--- config.mk ---
export PLATFORM = sky130hd
export DESIGN_NAME = core_regfile
export DESIGN_NICKNAME = d
export VERILOG_FILES = /design/src/rtl/core101_regfile_pkg.sv /design/src/rtl/core_regfile_read_port.sv /design/src/rtl/core_regfile.sv
export SDC_FILE = /design/constraint.sdc
export NUM_CORES = 2
export LEC_CHECK = 0
export ABC_CLOCK_PERIOD_IN_PS = 124600
export CAP_MARGIN = 20
export CORE_ASPECT_RATIO = 1.2
export CORE_MARGIN = 4
export CORE_UTILIZATION = 30
export DETAILED_ROUTE_END_ITERATION = 6
export GPL_TIMING_DRIVEN = 0
export HOLD_SLACK_MARGIN = 0.08
export PLACE_DENSITY = 0.54
export SLEW_MARGIN = 20
export SYNTH_ARGS = -nofsm -noshare
export SYNTH_HDL_FRONTEND = slang
export SYNTH_SLANG_ARGS = --single-unit
--- constraint.sdc ---
create_clock -name clock_in -period 124.6 [get_ports clock_in]
set_input_delay 37.38 -clock clock_in [delete_from_list [all_inputs] [get_ports clock_in]]
set_output_delay 37.38 -clock clock_in [all_outputs]
set_load 0.01 [all_outputs]
--- src/rtl/core101_regfile_pkg.sv ---
// Shared constants and helpers for the core integer register file.
// Used by core_regfile and regfile_read_port.
package core101_regfile_pkg;

    localparam int DATA_WIDTH_DEF = 32;
    localparam int ADDR_WIDTH_DEF = 5;
    localparam int REG_COUNT      = 2 ** ADDR_WIDTH_DEF;
    localparam int ZERO_REG_ADDR  = 0;

    // Callers zero-extend their index to 32 bits, so one helper serves any ADDR_WIDTH.
    function automatic logic is_zero_addr(input logic [31:0] addr);
        return addr == 32'(ZERO_REG_ADDR);
    endfunction

endpackage

--- src/rtl/core_regfile_read_port.sv ---
// One registered read port of the register file: x0 masking, optional write bypass, hold.
// Build option: define REGFILE_BYPASS_EN for write-first forwarding (default is read-first).
module regfile_read_port
    import core101_regfile_pkg::*;
#(
    parameter int DATA_WIDTH = DATA_WIDTH_DEF,
    parameter int ADDR_WIDTH = ADDR_WIDTH_DEF
) (
    input  logic                  clock_in,
    input  logic                  reset_in,
    input  logic                  rd_en_in,
    input  logic [ADDR_WIDTH-1:0] rs_addr_in,
    input  logic                  wr_en_in,
    input  logic [ADDR_WIDTH-1:0] wr_addr_in,
    input  logic [DATA_WIDTH-1:0] wr_data_in,
    input  logic [DATA_WIDTH-1:0] rf_data_in,
    output logic [DATA_WIDTH-1:0] rs_data_out
);

    logic                  w_zero;
    logic [DATA_WIDTH-1:0] w_sel;
    logic [DATA_WIDTH-1:0] r_data;

    assign w_zero = is_zero_addr(32'(rs_addr_in));

`ifdef REGFILE_BYPASS_EN
    logic w_hit;
    assign w_hit = wr_en_in && (wr_addr_in == rs_addr_in) && !w_zero;
    assign w_sel = w_hit ? wr_data_in : rf_data_in;
`else
    // Read-first: the write port is intentionally ignored here.
    logic w_unused_wr;
    assign w_unused_wr = &{1'b0, wr_en_in, wr_addr_in, wr_data_in};
    assign w_sel       = rf_data_in;
`endif

    // NOTE: sequential state uses non-blocking assignments so every flop samples pre-edge values.
    always_ff @(posedge clock_in or posedge reset_in) begin
        if (reset_in) begin
            r_data <= '0;
        end else if (rd_en_in) begin
            r_data <= w_zero ? '0 : w_sel;
        end
    end

    assign rs_data_out = r_data;

endmodule

--- src/rtl/core_regfile.sv ---
// Core integer register file: one write port, two registered read ports, x0 hardwired to zero.
// Build option: REGFILE_BYPASS_EN selects write-first forwarding on the read ports.
module core_regfile
    import core101_regfile_pkg::*;
#(
    parameter int DATA_WIDTH = DATA_WIDTH_DEF,
    parameter int ADDR_WIDTH = ADDR_WIDTH_DEF
) (
    input  logic                  clock_in,
    input  logic                  reset_in,
    input  logic                  wr_en_in,
    input  logic [ADDR_WIDTH-1:0] wr_addr_in,
    input  logic [DATA_WIDTH-1:0] wr_data_in,
    input  logic                  rd_en_in,
    input  logic [ADDR_WIDTH-1:0] rs1_addr_in,
    input  logic [ADDR_WIDTH-1:0] rs2_addr_in,
    output logic [DATA_WIDTH-1:0] rs1_data_out,
    output logic [DATA_WIDTH-1:0] rs2_data_out,
    output logic                  rd_valid_out
);

    localparam int NUM_REGS = 2 ** ADDR_WIDTH;

    logic [DATA_WIDTH-1:0] r_regs [NUM_REGS];
    logic                  r_rd_valid;
    logic [DATA_WIDTH-1:0] w_rs1_raw;
    logic [DATA_WIDTH-1:0] w_rs2_raw;

    // NOTE: the array is reset because the core expects every register to read zero after reset.
    always_ff @(posedge clock_in or posedge reset_in) begin
        if (reset_in) begin
            for (int i = 0; i < NUM_REGS; i++) begin
                r_regs[i] <= '0;
            end
        end else if (wr_en_in && !is_zero_addr(32'(wr_addr_in))) begin
            r_regs[wr_addr_in] <= wr_data_in;
        end
    end

    always_ff @(posedge clock_in or posedge reset_in) begin
        if (reset_in) begin
            r_rd_valid <= 1'b0;
        end else begin
            r_rd_valid <= rd_en_in;
        end
    end

    assign w_rs1_raw = r_regs[rs1_addr_in];
    assign w_rs2_raw = r_regs[rs2_addr_in];

    regfile_read_port #(
        .DATA_WIDTH (DATA_WIDTH),
        .ADDR_WIDTH (ADDR_WIDTH)
    ) u_rs1_port (
        .clock_in    (clock_in),
        .reset_in    (reset_in),
        .rd_en_in    (rd_en_in),
        .rs_addr_in  (rs1_addr_in),
        .wr_en_in    (wr_en_in),
        .wr_addr_in  (wr_addr_in),
        .wr_data_in  (wr_data_in),
        .rf_data_in  (w_rs1_raw),
        .rs_data_out (rs1_data_out)
    );

    regfile_read_port #(
        .DATA_WIDTH (DATA_WIDTH),
        .ADDR_WIDTH (ADDR_WIDTH)
    ) u_rs2_port (
        .clock_in    (clock_in),
        .reset_in    (reset_in),
        .rd_en_in    (rd_en_in),
        .rs_addr_in  (rs2_addr_in),
        .wr_en_in    (wr_en_in),
        .wr_addr_in  (wr_addr_in),
        .wr_data_in  (wr_data_in),
        .rf_data_in  (w_rs2_raw),
        .rs_data_out (rs2_data_out)
    );

    assign rd_valid_out = r_rd_valid;

endmodule
==> metrics.yaml <==
outcome: "finished clean"
crit-reg2reg-launch: "r_regs[520]"
ys_ff_latch: 1089
layout.nets: 4291
grt_first_pass_wirelength_mm: 287
final_cell_area_um2: 65000
tritoncts: "yes"
wirelength_mm: 200
tritoncts.num_buffers: 113
worstSetupStartpoint: "rs1_addr_in[0]"
number_of_cells_upsized_or_downsized_after_cts: 0
timing.final.hold_violations: 0
synth_sequential_area_ratio_pct: 48.1
unrepaired_setup_endpoints_after_global_routing: "false"
yosys_warnings: 0
timing.max_cap.violations: 0
most_used_cells_in_the_layout_excluding_fill_and_tap_cells: "sky130_fd_sc_hd__dfrtp_1, sky130_fd_sc_hd__mux2_2, sky130_fd_sc_hd__mux2i_1, sky130_fd_sc_hd__mux4_2, sky130_fd_sc_hd__clkbuf_1"
crit_path_max_incr_delay_ns: 1.05
cts.htree.levels: 3
core_region_area_um2: 188000
worst-setup-path-type: "in -> reg"
cts_setup_buffers: 0
net_count_synth: 4055
floorplan.die.height_um: 484
setup.worst_path.start_class: "primary input"
maximum_number_of_pins_on_one_net_before_global_route_repair: 105
critical_path.endpoint_type: "flip-flop"
cp_max_fo: 10
fin_crit_period_ns: 40.90
regToRegSetupSlack_ns: 122.16
floorplan.die.width_um: 405
fin_worst_skew_ns: 0.0373
area_growth_syn_to_layout_pct: 14.7
routabilityCongestion: 0.903
clk_root_buffer_cell: "sky130_fd_sc_hd__clkbuf_16"
grt_overflow_total: 0
half_perimeter_wire_length_of_the_detailed_placement_result_mm: 148
postSynthCellCount: 4004
timing.setup.tns_ns: 0
mostFrequentLayoutCell: "sky130_fd_sc_hd__dfrtp_1"
global_route.usage.total_pct: 20.1
initial_antenna_violation_count: 22
drt-wirelength-per-cell_um: 29.4
clk_pin_slew_ns: 0.06
slew-limit-headroom_pct: 18.6
setup-violations-final: 0
crit_end: "u_rs1_port.rs_data_out[8]"
netlist-cell-type-count: 38
dpl_cell_area_um2: 61200
worst_hold_slack_ns: 0.476
post-route-period-util_pct: 32.8
synth_area_um2: 56700
hp-class: "reg -> reg"
worstPathArrival_ns: 41.47
postRouteAntennaNets: 0
fmax_mhz: 24.5
vias_per_cell: 5.53
pwr_density_cell_nw_per_um2: 15.6
firstDrtPassIters: 5
floorplan.initialDensity_pct: 30.2
slowest_stage: "sky130_fd_sc_hd__a2111oi_0"
core.rowCount: 174
rr_worst_depth: 4
worstPathCellList: "clkdlybuf4s50_1 -> buf_2 -> buf_6 -> buf_6 -> or3_1 -> clkbuf_1 -> clkbuf_1 -> o22ai_1 -> a2111oi_0 -> a21oi_1"
clockBufferDepth: 3
post_synth.cell_area_avg_um2: 14.2
clock-sinks: 1089
via_count_of_the_first_global_routing_pass: 39300
clkLatencyLatePin_ns: 0.75
timing.critical_path.required_ns: 125.17
routed-via-count: 37700
max_slew.worst_pin.slew_ns: 1.19
drt_iter0_drc: 2903
r2r-end: "u_rs1_port.rs_data_out[8]"
design.portCount: 116
share_of_post_route_cells_with_drive_strength_above_1_pct: 39.1
drc_violations: 0
holdBufCountCts: 0
peak_supply_drop_mv: 0.0125
timing.final.max_slew_violations: 0
cellLeakagePower_nw: 27.7
numPortBuffers: 109
floorplan.die_area_um2: 196000
## metrics by stage
stage / total power, W / std cells / util [%] / setup slack (ns)
2_1_floorplan: 0.000607 / 4004 / - / 56.56
3_3_place_gp: 0.000664 / 6577 / 32.4 / 42.40
3_5_place_dp: 0.000672 / 6589 / 32.6 / 83.10
4_1_cts: 0.00102 / 6796 / 34.6 / 83.90
5_1_grt: 0.00106 / 6797 / 34.6 / 83.79
6_report: 0.00102 / 6808 / 34.6 / 83.70
## critical path, delay by kind of cell
kind	cells	cell delay, ns
buffers and inverters	6	2.50
AOI/OAI and AO/OA	3	1.40
and+or+nand+nor	1	0.15
## routing by layer
layer / global-route usage (%) / up-vias / routed length (um)
met3: 3.92 / 374 / 13000
met4: 7.06 / 16 / 6880
li1: - / 15700 / -
met2: 33.4 / 1255 / 96700
met1: 26.1 / 20300 / 83800
met5: 0 / - / 106
## Yosys cell counts (all sizes together)
cell     count  share of area, %
a2111oi     66               1.0
o211ai      62              0.82
mux2      1056                21
buf        162               1.5
inv          1            0.0066
a211oi       2             0.026
mux2i      378               6.7
clkinv       2             0.013
mux4       324                13
nor4bb       2             0.035
nor4b        2             0.031
or3          4             0.044
a31o         2             0.031
nor3b        4             0.053
nor3         5             0.044
or4         64              0.85
o22ai      124               1.4
nand2       16              0.11
and3         1             0.011
or3b         5             0.077
or2          1             0.011
o2111ai      2             0.031
clkbuf     276               1.8
a21oi       62              0.55
nor2b        2             0.022
nor4         4             0.044
and3b        1             0.015
nor2       143              0.95
a22o        60              0.93
o21ai        2             0.018
nand3        4             0.035
nand3b      10              0.13
dfrtp     1089                48
nand2b      66              0.73
## sequential cells by signal, indices dropped and copies added (netlist names)
| register | count |
|---|---|
| r_regs | 1024 |
| rd_valid_out | 1 |
| u_rs1_port.rs_data_out | 32 |
| u_rs2_port.rs_data_out | 32 |
## worst min-delay path by stage
stage	to	slack (ns)	cells past startpoint	startpoint
global route	r_regs[998]	0.49	1	r_regs[998]
finish	r_regs[998]	0.48	1	r_regs[998]
global placement	r_regs[998]	0.46	1	r_regs[998]
CTS	r_regs[998]	0.48	1	r_regs[998]
floorplan	r_regs[1000]	0.45	1	r_regs[1000]
detailed placement	r_regs[998]	0.47	1	r_regs[998]
## report_power, final
part	switching, W	internal, W
logic	0.0000857	0.000115
registers	0.0000483	0.000419
clock network	0.000151	0.000198
## layout make-up
class / instances / area, um2
multi-input combinational: 2474 / 27500
antenna: 12 / 30.0
fill: 18400 / 123000
timing repair buffer: 121 / 1420
buffer: 438 / 1910
tap: 2464 / 3080
clock buffer: 176 / 3420
inverter: 3 / 18.8
sequential: 1089 / 27300
clock inverter: 31 / 342
## cells by family (layout without fill, tap and decap cells)
| logic type | after synthesis | after routing | share of synthesized area, % |
|---|---|---|---|
| multiplexers | 1758 | 1758 | 40.5 |
| flip-flops | 1089 | 1089 | 48.1 |
| buffers and inverters | 441 | 769 | 3.39 |
| AO/OA/AOI/OAI | 382 | 382 | 4.79 |
| AND/OR/NAND/NOR | 334 | 334 | 3.19 |
| other | 0 | 12 | 0 |
Note: power is estimated with default switching activity, not from simulation.
